## src/rtl/rv32i_pkg.sv

```systemverilog
// Shared RV32I front-end definitions: architectural widths, reset vector and
// the {pc, instr} entry carried from fetch toward IF/ID.
package rv32i_pkg;

  localparam int XLEN        = 32;
  localparam int INSTR_BYTES = 4;

  localparam logic [XLEN-1:0] RESET_VECTOR = 32'h0000_0000;
  // Canonical NOP (addi x0, x0, 0) injected by IF/ID on flush.
  localparam logic [XLEN-1:0] NOP_INSTR    = 32'h0000_0013;

  typedef struct packed {
    logic [XLEN-1:0] pc;
    logic [XLEN-1:0] instr;
  } fetch_entry_t;

  // Instruction fetches are always word aligned; low address bits are dropped.
  function automatic logic [XLEN-1:0] word_align(input logic [XLEN-1:0] addr);
    return {addr[XLEN-1:2], 2'b00};
  endfunction

endpackage

```

## src/rtl/fetch_fifo.sv

```systemverilog
// Synchronous FIFO with flush for the fetch queue. Head data is read
// combinationally; an empty FIFO presents the most recently popped entry.
module fetch_fifo #(
  parameter  int DEPTH = 4,
  parameter  int WIDTH = 64,
  localparam int PTR_W = $clog2(DEPTH),
  localparam int CNT_W = $clog2(DEPTH + 1)
) (
  input  logic             clk,
  input  logic             reset,
  input  logic             flush_i,
  input  logic             push_i,
  input  logic [WIDTH-1:0] push_data_i,
  input  logic             pop_i,
  output logic [WIDTH-1:0] head_o,
  output logic [CNT_W-1:0] count_o
);

  logic [WIDTH-1:0] mem_q [DEPTH];
  logic [WIDTH-1:0] hold_q;
  logic [PTR_W-1:0] rd_ptr_q, rd_ptr_d;
  logic [PTR_W-1:0] wr_ptr_q, wr_ptr_d;
  logic [CNT_W-1:0] count_q, count_d;
  logic             full, empty;
  logic             do_push, do_pop;

  assign full  = (count_q == CNT_W'(DEPTH));
  assign empty = (count_q == '0);

  // Flush wins over everything; a push into a full FIFO is only legal with a pop.
  assign do_pop  = pop_i && !flush_i && !empty;
  assign do_push = push_i && !flush_i && (!full || do_pop);

  // NOTE: every always_comb output gets a default first so no path infers a latch.
  always_comb begin
    rd_ptr_d = rd_ptr_q;
    wr_ptr_d = wr_ptr_q;
    count_d  = count_q;
    if (flush_i) begin
      rd_ptr_d = '0;
      wr_ptr_d = '0;
      count_d  = '0;
    end else begin
      if (do_push) wr_ptr_d = wr_ptr_q + PTR_W'(1);
      if (do_pop)  rd_ptr_d = rd_ptr_q + PTR_W'(1);
      count_d = count_q + CNT_W'(do_push) - CNT_W'(do_pop);
    end
  end

  // NOTE: sequential state uses non-blocking assignments so all flops update together.
  always_ff @(posedge clk or posedge reset) begin
    if (reset) begin
      rd_ptr_q <= '0;
      wr_ptr_q <= '0;
      count_q  <= '0;
    end else begin
      rd_ptr_q <= rd_ptr_d;
      wr_ptr_q <= wr_ptr_d;
      count_q  <= count_d;
    end
  end

  // NOTE: storage is reset on purpose: the head must read as zero out of reset.
  always_ff @(posedge clk or posedge reset) begin
    if (reset) begin
      for (int i = 0; i < DEPTH; i++) mem_q[i] <= '0;
      hold_q <= '0;
    end else begin
      if (do_push) mem_q[wr_ptr_q] <= push_data_i;
      if (do_pop)  hold_q          <= mem_q[rd_ptr_q];
    end
  end

  assign head_o  = empty ? hold_q : mem_q[rd_ptr_q];
  assign count_o = count_q;

  // Credit accounting upstream must never let a live push find the FIFO full.
  a_no_overflow: assert property (@(posedge clk) disable iff (reset)
    !(push_i && !flush_i && full && !do_pop))
    else $error("fetch_fifo overflow");

endmodule

```

## src/rtl/if_fetch_queue.sv

```systemverilog
// Instruction-fetch front end: owns the fetch PC, issues credit-limited word
// requests, buffers in-order responses and discards stale ones after redirect.
module if_fetch_queue
  import rv32i_pkg::*;
#(
  parameter logic [XLEN-1:0] RESET_PC = RESET_VECTOR,
  parameter int              DEPTH    = 4
) (
  input  logic            clk,
  input  logic            reset,
  input  logic            redirect,
  input  logic [XLEN-1:0] redirect_pc,
  output logic            imem_req_valid,
  input  logic            imem_req_ready,
  output logic [XLEN-1:0] imem_req_addr,
  input  logic            imem_resp_valid,
  input  logic [XLEN-1:0] imem_resp_data,
  output logic            out_valid,
  input  logic            out_ready,
  output logic [XLEN-1:0] out_pc,
  output logic [XLEN-1:0] out_instr
);

  localparam int CNT_W = $clog2(DEPTH + 1);

  logic [XLEN-1:0]  fetch_pc_q, fetch_pc_d;
  logic [XLEN-1:0]  resp_pc_q, resp_pc_d;
  logic [CNT_W-1:0] outstanding_q, outstanding_d;
  logic [CNT_W-1:0] drop_cnt_q, drop_cnt_d;

  logic [CNT_W-1:0] fifo_count;
  logic [CNT_W:0]   credit_used;
  logic             credit_avail;
  logic             req_fire;
  logic             resp_live;
  logic             push;
  logic             pop;
  fetch_entry_t     push_entry;
  fetch_entry_t     head_entry;

  // Queued plus in-flight words may never exceed the FIFO depth, so every
  // live response is guaranteed a slot.
  assign credit_used  = {1'b0, fifo_count} + {1'b0, outstanding_q};
  assign credit_avail = credit_used < (CNT_W + 1)'(DEPTH);

  assign imem_req_valid = !reset && !redirect && credit_avail;
  assign imem_req_addr  = fetch_pc_q;
  assign req_fire       = imem_req_valid && imem_req_ready;

  // A response with nothing outstanding belongs to a request from before reset.
  assign resp_live = imem_resp_valid && (outstanding_q != '0);

  always_comb begin
    fetch_pc_d    = fetch_pc_q;
    resp_pc_d     = resp_pc_q;
    outstanding_d = outstanding_q - CNT_W'(resp_live) + CNT_W'(req_fire);
    drop_cnt_d    = drop_cnt_q;
    push          = 1'b0;
    if (redirect) begin
      // Every request still in flight after this cycle returns a stale word.
      fetch_pc_d = word_align(redirect_pc);
      resp_pc_d  = word_align(redirect_pc);
      drop_cnt_d = outstanding_q - CNT_W'(resp_live);
    end else begin
      if (resp_live) begin
        if (drop_cnt_q != '0) begin
          drop_cnt_d = drop_cnt_q - CNT_W'(1);
        end else begin
          push      = 1'b1;
          resp_pc_d = resp_pc_q + XLEN'(INSTR_BYTES);
        end
      end
      if (req_fire) fetch_pc_d = fetch_pc_q + XLEN'(INSTR_BYTES);
    end
  end

  always_ff @(posedge clk or posedge reset) begin
    if (reset) begin
      fetch_pc_q    <= RESET_PC;
      resp_pc_q     <= RESET_PC;
      outstanding_q <= '0;
      drop_cnt_q    <= '0;
    end else begin
      fetch_pc_q    <= fetch_pc_d;
      resp_pc_q     <= resp_pc_d;
      outstanding_q <= outstanding_d;
      drop_cnt_q    <= drop_cnt_d;
    end
  end

  assign push_entry = '{pc: resp_pc_q, instr: imem_resp_data};
  assign pop        = out_valid && out_ready;

  fetch_fifo #(
    .DEPTH (DEPTH),
    .WIDTH ($bits(fetch_entry_t))
  ) u_fifo (
    .clk         (clk),
    .reset       (reset),
    .flush_i     (redirect),
    .push_i      (push),
    .push_data_i (push_entry),
    .pop_i       (pop),
    .head_o      (head_entry),
    .count_o     (fifo_count)
  );

  assign out_valid = (fifo_count != '0);
  assign out_pc    = head_entry.pc;
  assign out_instr = head_entry.instr;

endmodule

```

## config.mk

```make
export PLATFORM = sky130hd
export DESIGN_NAME = if_fetch_queue
export DESIGN_NICKNAME = d
export VERILOG_FILES = /design/src/rtl/rv32i_pkg.sv /design/src/rtl/fetch_fifo.sv /design/src/rtl/if_fetch_queue.sv
export SDC_FILE = /design/constraint.sdc
export NUM_CORES = 1
export LEC_CHECK = 0
export ABC_AREA = 0
export CORE_MARGIN = 2
export CORE_UTILIZATION = 45
export CTS_BUF_LIST = sky130_fd_sc_hd__clkbuf_16
export DETAILED_ROUTE_END_ITERATION = 16
export PLACE_DENSITY = 0.65
export SLEW_MARGIN = 20
export SYNTH_ARGS = -nofsm -noshare
export SYNTH_HDL_FRONTEND = slang
export SYNTH_SLANG_ARGS = --single-unit
```

## constraint.sdc

```tcl
create_clock -name clk -period 34.5 [get_ports clk]
set_clock_uncertainty 0.1 [all_clocks]
set_input_delay 8.625 -clock clk [delete_from_list [all_inputs] [get_ports clk]]
set_output_delay 8.625 -clock clk [all_outputs]
set_load 0.01 [all_outputs]
```

==> results.md, run 1 <==
- Status: finished clean
- GRT overflow: 0
- Levels on crit path: 4
- Power Density: 76.4 nW/um^2
- Worst path arrival time: 10.44 ns
- Area Growth Syn to Fin: 18.5%
- Die Width: 204 um
- CP Capture Type: primary output
- Distinct cells, synth: 50
- Syn Area/Cell: 14.0 sq um
- Bufs and invs on worst path: 3
- Peak supply drop: 0.0000613 V
- Die span in y: 204 um
- Cell area after layout: 21200 sq um
- Pins over their slew limit: 0
- Commonest cells post-synth: dfrtp_1, mux2_2, nand2_1
- Main flop type after synthesis: dfrtp_1
- Slowest-stage cell, CP: clkdlybuf4s50_1
- Post-CTS Setup Inserts: 0
- Slew HR: 0.251
- Hold buffers post-CTS: 0
- Cells along the critical path: clkdlybuf4s50_1 > inv_8 > and3_1 > clkdlybuf4s50_1
- Post-CTS sizing: 0
- WS Path Type: input port to primary output
- CP dominant cell by count: clkdlybuf4s50_1
- Crit share post-route: 0.555
- Sequential fraction of the synthesis area: 0.535
- Sink Count: 383
- First-pass GRT wire length: 64.2 mm
- Final HPWL DP: 23.8 mm
- Area contributors post-synth: dfrtp_1, mux2_2, mux4_2
- Via Count: 10957
- Row Count: 73
- Post-layout minimum cycle time: 19.16 ns
- Gpl congestion: 0.818
- FF+latch count, synth: 383
- Setup crit start kind: input port
- Maxcap violations: 0
- CP Max Fanout: 105
- Crit Reg-Reg Endpoint: u_fifo.mem_q[13]
- Crit-path max cell delay: 0.53 ns
- Post-Syn Instances: 1281
- Max clock buf depth: 3
- Highest metal used: met4
- Ant diodes: 0
- Met2 Routed Length: 18.8 mm
- Synth area leader: dfrtp_1
- CTS tree: yes
- Worst-margin pin slew: 1.12 ns
- Initial antenna violation count: 0
- Static leakage: 9.54 nW
- Final setup TNS: 0 ns
- R2R cell count: 6
- Number of synthesized flops with an enable pin: 0
- Met3 routed WL: 1.62 mm
- Die area: 41400 sq um
- Routed WL: 39.9 mm
- H-tree Lvls: 2
- Synth warn: 0
- IO Pins: 168
- Final setup fails: 0
- Fmax: 52.2 MHz
- Synth top area share: 0.535
- R2R setup slack: 31.30 ns
- Finished Layout Cells: 1970
- CTS Buf Count: 42
- Port-buffer cells: 161
- Critical Path End: imem_req_valid
- Worst Hold Class: flip-flop to flip-flop
- Via-to-Cell Ratio: 5.56
- Core area: 39500 sq um
- Ys async rst share: 1.00
- Share of layout cells above drive strength 1: 0.358
- DRC Markers: 0
- Largest net degree at the start of global routing: 106
- Critical path origin: reset
- Syn Std Cell Area: 17900 sq um
- Reg-to-reg critical path startpoint: drop_cnt_q[0]
- Critical Path RT: 25.78 ns
- Final Hold Viols: 0
- Fin nets: 1503
- Initial Util: 0.453
- RSZ-0062 raised after global routing: false
- GRT Overall Usage: 0.196
- Worst skew pair latency: 0.55 ns
- Clk slew on worst S/H paths: 0.06 ns
- Wl on met1: 18.6 mm
- WL/cell: 20.2 um
- Vias in the first global route: 11523
- Delay-heaviest family, CP: buffers and inverters
- Top-count cell post-synth: dfrtp_1
- Placed Cells: 1896
- Iter 0 DRT Violations: 497
- First-pass DRT Iterations: 5
- Clk root buf: clkbuf_16
- Placed Area: 19900 sq um
- Post-DRT Antenna Nets: 0
layer usage:
metal  vias to the layer above  GRT usage
met5                         -          0
met4                         0     0.0534
met3                        55     0.0288
met2                       223      0.317
met1                      5702      0.277
li1                       4977          -
worst min path at each step:
stage | start | end | slack [ns] | cells after the start
floorplan | u_fifo.mem_q[107] | u_fifo.mem_q[107] | 0.34 | 2
global placement | u_fifo.mem_q[235] | u_fifo.mem_q[235] | 0.36 | 2
detailed placement | u_fifo.mem_q[45] | u_fifo.mem_q[45] | 0.37 | 2
CTS | u_fifo.mem_q[45] | u_fifo.mem_q[45] | 0.38 | 2
global route | u_fifo.mem_q[45] | u_fifo.mem_q[45] | 0.40 | 2
finish | u_fifo.mem_q[45] | u_fifo.mem_q[45] | 0.38 | 2
placed cells by master, fill, tap and decap left out, types with 4 or more instances in the layout:
cell type / n
xnor2_1: 22
o21ai_0: 44
nor3_1: 15
dfrtp_1: 381
buf_4: 14
conb_1: 4
and3_1: 7
inv_1: 26
clkinv_1: 10
or4_1: 4
and4_1: 5
mux2_2: 368
nor2_1: 25
clkdlybuf4s50_1: 160
o211ai_1: 13
nor4_1: 7
a21oi_1: 9
clkinv_2: 7
xor2_1: 17
nand3_1: 30
clkbuf_16: 43
o311ai_0: 7
ha_1: 16
or3_1: 5
bufinv_16: 4
a31oi_1: 6
mux4_2: 62
nand2_1: 67
nand4_1: 21
tightest hold or removal path, delay by kind of cell, from the launching register on:
| family | cells | cell delay, ns |
|---|---|---|
| AO/OA/AOI/OAI | 1 | 0.06 |
| flip-flops | 1 | 0.34 |
| AND/OR/NAND/NOR | 1 | 0.05 |
cells by family after synthesis:
group / count (synthesis) / share of synthesized area
AO/OA/AOI/OAI: 93 / 0.0329
XOR/XNOR: 39 / 0.0191
adder cells (fa/ha/maj): 17 / 0.0123
buffers and inverters: 108 / 0.0301
flip-flops: 383 / 0.535
multiplexers: 433 / 0.311
other: 1 / 0.000209
AND/OR/NAND/NOR: 207 / 0.0594
flip-flops by register name, summed over array words and instances (netlist names):
signal and flops:
u_fifo.rd_ptr_q 2, u_fifo.wr_ptr_q 2, u_fifo.mem_q 248, u_fifo.count_o 3, imem_req_addr 30, drop_cnt_q 3
u_fifo.hold_q 62, outstanding_q 3, resp_pc_q 30
stage by stage:
step | setup WS [ns] | hold slack [ns] | util | power (mW)
global route | 15.13 | 0.401 | 0.537 | 1.72
CTS | 15.23 | 0.382 | 0.536 | 1.64
floorplan | 8.20 | 0.345 | - | 0.972
detailed placement | 15.24 | 0.369 | 0.503 | 1.21
global placement | 15.23 | 0.358 | 0.503 | 1.19
finish | 15.34 | 0.380 | 0.537 | 1.62
where the power goes:
group          switching, mW  leakage (nW)  internal [mW]  total [mW]
Combinational          0.226          3.82          0.337       0.563
Sequential            0.0733          5.05          0.552       0.625
Clock                  0.179         0.675          0.255       0.433
Total                  0.478          9.54           1.14        1.62
cell type report:
class | instances | area (sq um)
flip-flops and latches | 383 | 9590
multi-input cells | 793 | 7850
repair buffers | 176 | 1730
clock inverters | 30 | 236
well taps | 525 | 657
inverters | 20 | 82.6
fillers | 3309 | 18300
clock buffers | 43 | 1080
(Power assumes the default switching activity.)
==> run 2: changes to the inputs <==
--- a/config.mk
+++ b/config.mk
@@ -10,7 +10,7 @@
 export CORE_UTILIZATION = 45
 export CTS_BUF_LIST = sky130_fd_sc_hd__clkbuf_16
 export DETAILED_ROUTE_END_ITERATION = 16
-export PLACE_DENSITY = 0.65
+export PLACE_DENSITY = 0.68
 export SLEW_MARGIN = 20
 export SYNTH_ARGS = -nofsm -noshare
 export SYNTH_HDL_FRONTEND = slang
==> constraint.sdc (replaced) <==
create_clock -name clk -period 17.3 [get_ports clk]
set_clock_uncertainty 0.1 [all_clocks]
set_input_delay 4.325 -clock clk [delete_from_list [all_inputs] [get_ports clk]]
set_output_delay 4.325 -clock clk [all_outputs]
set_load 0.01 [all_outputs]
==> results.md, run 2 (same netlist as run 1, synthesis figures left out) <==
- Fmax: 92.6 MHz
- Crit share post-route: 0.624
- Routed WL: 39.5 mm (-0.87%)
- Post-DRT Antenna Nets: 0 (unchanged)
- Die area: 41400 sq um (unchanged)
- Largest net degree at the start of global routing: 173 (+63%)
- Final Hold Viols: 0 (unchanged)
- First-pass DRT Iterations: 4 (-1)
- Commonest non-fill, non-tap cells in the layout: dfrtp_1, mux2_2, clkdlybuf4s50_1
- Power Density: 151 nW/um^2 (+98%)
- Vias in the first global route: 11562 (+0.34%)
- Area Growth Syn to Fin: 18.1%
- Final HPWL DP: 23.6 mm (-0.87%)
- Slowest-stage cell, CP: buf_12
- Maxcap violations: 0 (unchanged)
- Max FFs per register: 248 (unchanged)
- Sink Count: 383 (unchanged)
- Initial Util: 0.453 (unchanged)
- Tot Pwr: 3.19 mW (+97%)
- IO Pins: 168 (unchanged)
- Placed Cells: 1895 (-0.053%)
- Setup crit start kind: input port
- Max clock buf depth: 3 (unchanged)
- Post-CTS Setup Inserts: 0 (unchanged)
- Commonest non-fill, non-tap cell in the layout: dfrtp_1
- Die span in y: 204 um (unchanged)
- Worst-margin pin slew: 1.12 ns (-0.00537 ns)
- CP dominant cell by count: clkdlybuf4s50_1
- Via Count: 11009 (+0.47%)
- Final setup fails: 0 (unchanged)
- WS Path Type: input port to primary output
- Finished Layout Cells: 1972 (+0.10%)
- Cell area after layout: 21200 sq um (-0.36%)
- Initial antenna violation count: 0 (unchanged)
- Gpl congestion: 0.828 (+1.2%)
- Worst skew pair latency: 0.56 ns (about the same)
- GRT overflow: 0 (unchanged)
- Status: finished clean
- CTS Buf Count: 43 (+2.4%)
- Critical Path RT: 12.88 ns (-12.90 ns)
- CTS tree: yes
- Final setup TNS: 0 ns (unchanged)
- Worst path arrival time: 6.38 ns (-4.06 ns)
- Slew HR: 0.254 (+0.00358)
- Hold buffers post-CTS: 0 (unchanged)
- First-pass GRT wire length: 63.8 mm (-0.67%)
- Utilization after layout: 0.535 (-0.00193)
- CP Max Fanout: 172 (+64%)
- Static leakage: 9.53 nW (about the same)
- RSZ-0062 raised after global routing: false
- Fin nets: 1502 (-0.067%)
- CP Capture Type: primary output
- Placed Area: 19900 sq um (about the same)
- # fillers: 3312 (+0.091%)
- Pins over their slew limit: 0 (unchanged)
- Post-layout minimum cycle time: 10.80 ns
- Ant diodes: 0 (unchanged)
- Clk slew on worst S/H paths: 0.06 ns (about the same)
- Largest Register: u_fifo.mem_q
- Post-CTS sizing: 0 (unchanged)
- R2R setup slack: 14.11 ns (-17.19 ns)
- Core area: 39500 sq um (unchanged)
- Die Width: 204 um (unchanged)
- Port-buffer cells: 161 (unchanged)
- WL/cell: 20.0 um (-0.97%)
- Cells along the critical path: clkdlybuf4s50_1 > clkinvlp_4 > buf_12 > and3_1 > clkdlybuf4s50_1
- DRC Markers: 0 (unchanged)
- Iter 0 DRT Violations: 540 (+8.7%)
- Clk root buf: clkbuf_16
- GRT Overall Usage: 0.196 (+0.000408)
- Via-to-Cell Ratio: 5.58 (+0.37%)
- Largest regs: u_fifo.mem_q x248, u_fifo.hold_q x62
- Peak supply drop: 0.0000882 V (+44%)
- Worst Hold Class: flip-flop to flip-flop
- Crit-path max cell delay: 0.56 ns (+0.03 ns)
- H-tree Lvls: 2 (unchanged)
- Share of layout cells above drive strength 1: 0.358 (-0.000495)
- Row Count: 73 (unchanged)
## run 2: per-layer routing
layer  vias to the layer above  global-route usage  wire (um)
met5                         -                   0          0
met2                       249               0.314      18700
met4                         0              0.0527        819
li1                       4966                   -          -
met3                        60              0.0374       1800
met1                      5734               0.276      18200
## run 2: metrics by stage
stage,hold slack [ns],setup WS [ns]
global placement,0.358,6.43
detailed placement,0.366,6.45
floorplan,0.345,2.22
finish,0.373,6.50
CTS,0.379,6.46
global route,0.393,6.28
## run 2: path summary, 6_finish.rpt
kind | start | to | depth (start not counted)
max in group asynchronous | reset | u_fifo.mem_q[164] | 5
hold / removal | u_fifo.mem_q[43] | u_fifo.mem_q[43] | 2
hold reg to reg | u_fifo.mem_q[43] | u_fifo.mem_q[43] | 2
min in group asynchronous | reset | u_fifo.mem_q[56] | 3
setup reg to reg | u_fifo.count_o[1] | imem_req_addr[25] | 8
setup / recovery | reset | imem_req_valid | 5
## run 2: layout make-up
| class | instances | area, sq um | area share |
|---|---|---|---|
| Clock buffer | 43 | 1080 | 0.0509 |
| Sequential cell | 383 | 9590 | 0.453 |
| Multi-Input combinational cell | 793 | 7840 | 0.371 |
| Clock inverter | 34 | 184 | 0.00870 |
| Inverter | 20 | 78.8 | 0.00373 |
| Tap cell | 525 | 657 | 0.0311 |
| Timing Repair Buffer | 174 | 1720 | 0.0813 |
## run 2: worst max-delay path: cells and delay by family
family	cells	cell delay, ns
AND/OR/NAND/NOR	1	0.28
buffers and inverters	4	1.62
## run 2: power by group
part | switching [mW] | internal (mW)
logic | 0.451 | 0.671
registers | 0.142 | 1.10
clock network | 0.361 | 0.466
total | 0.953 | 2.24
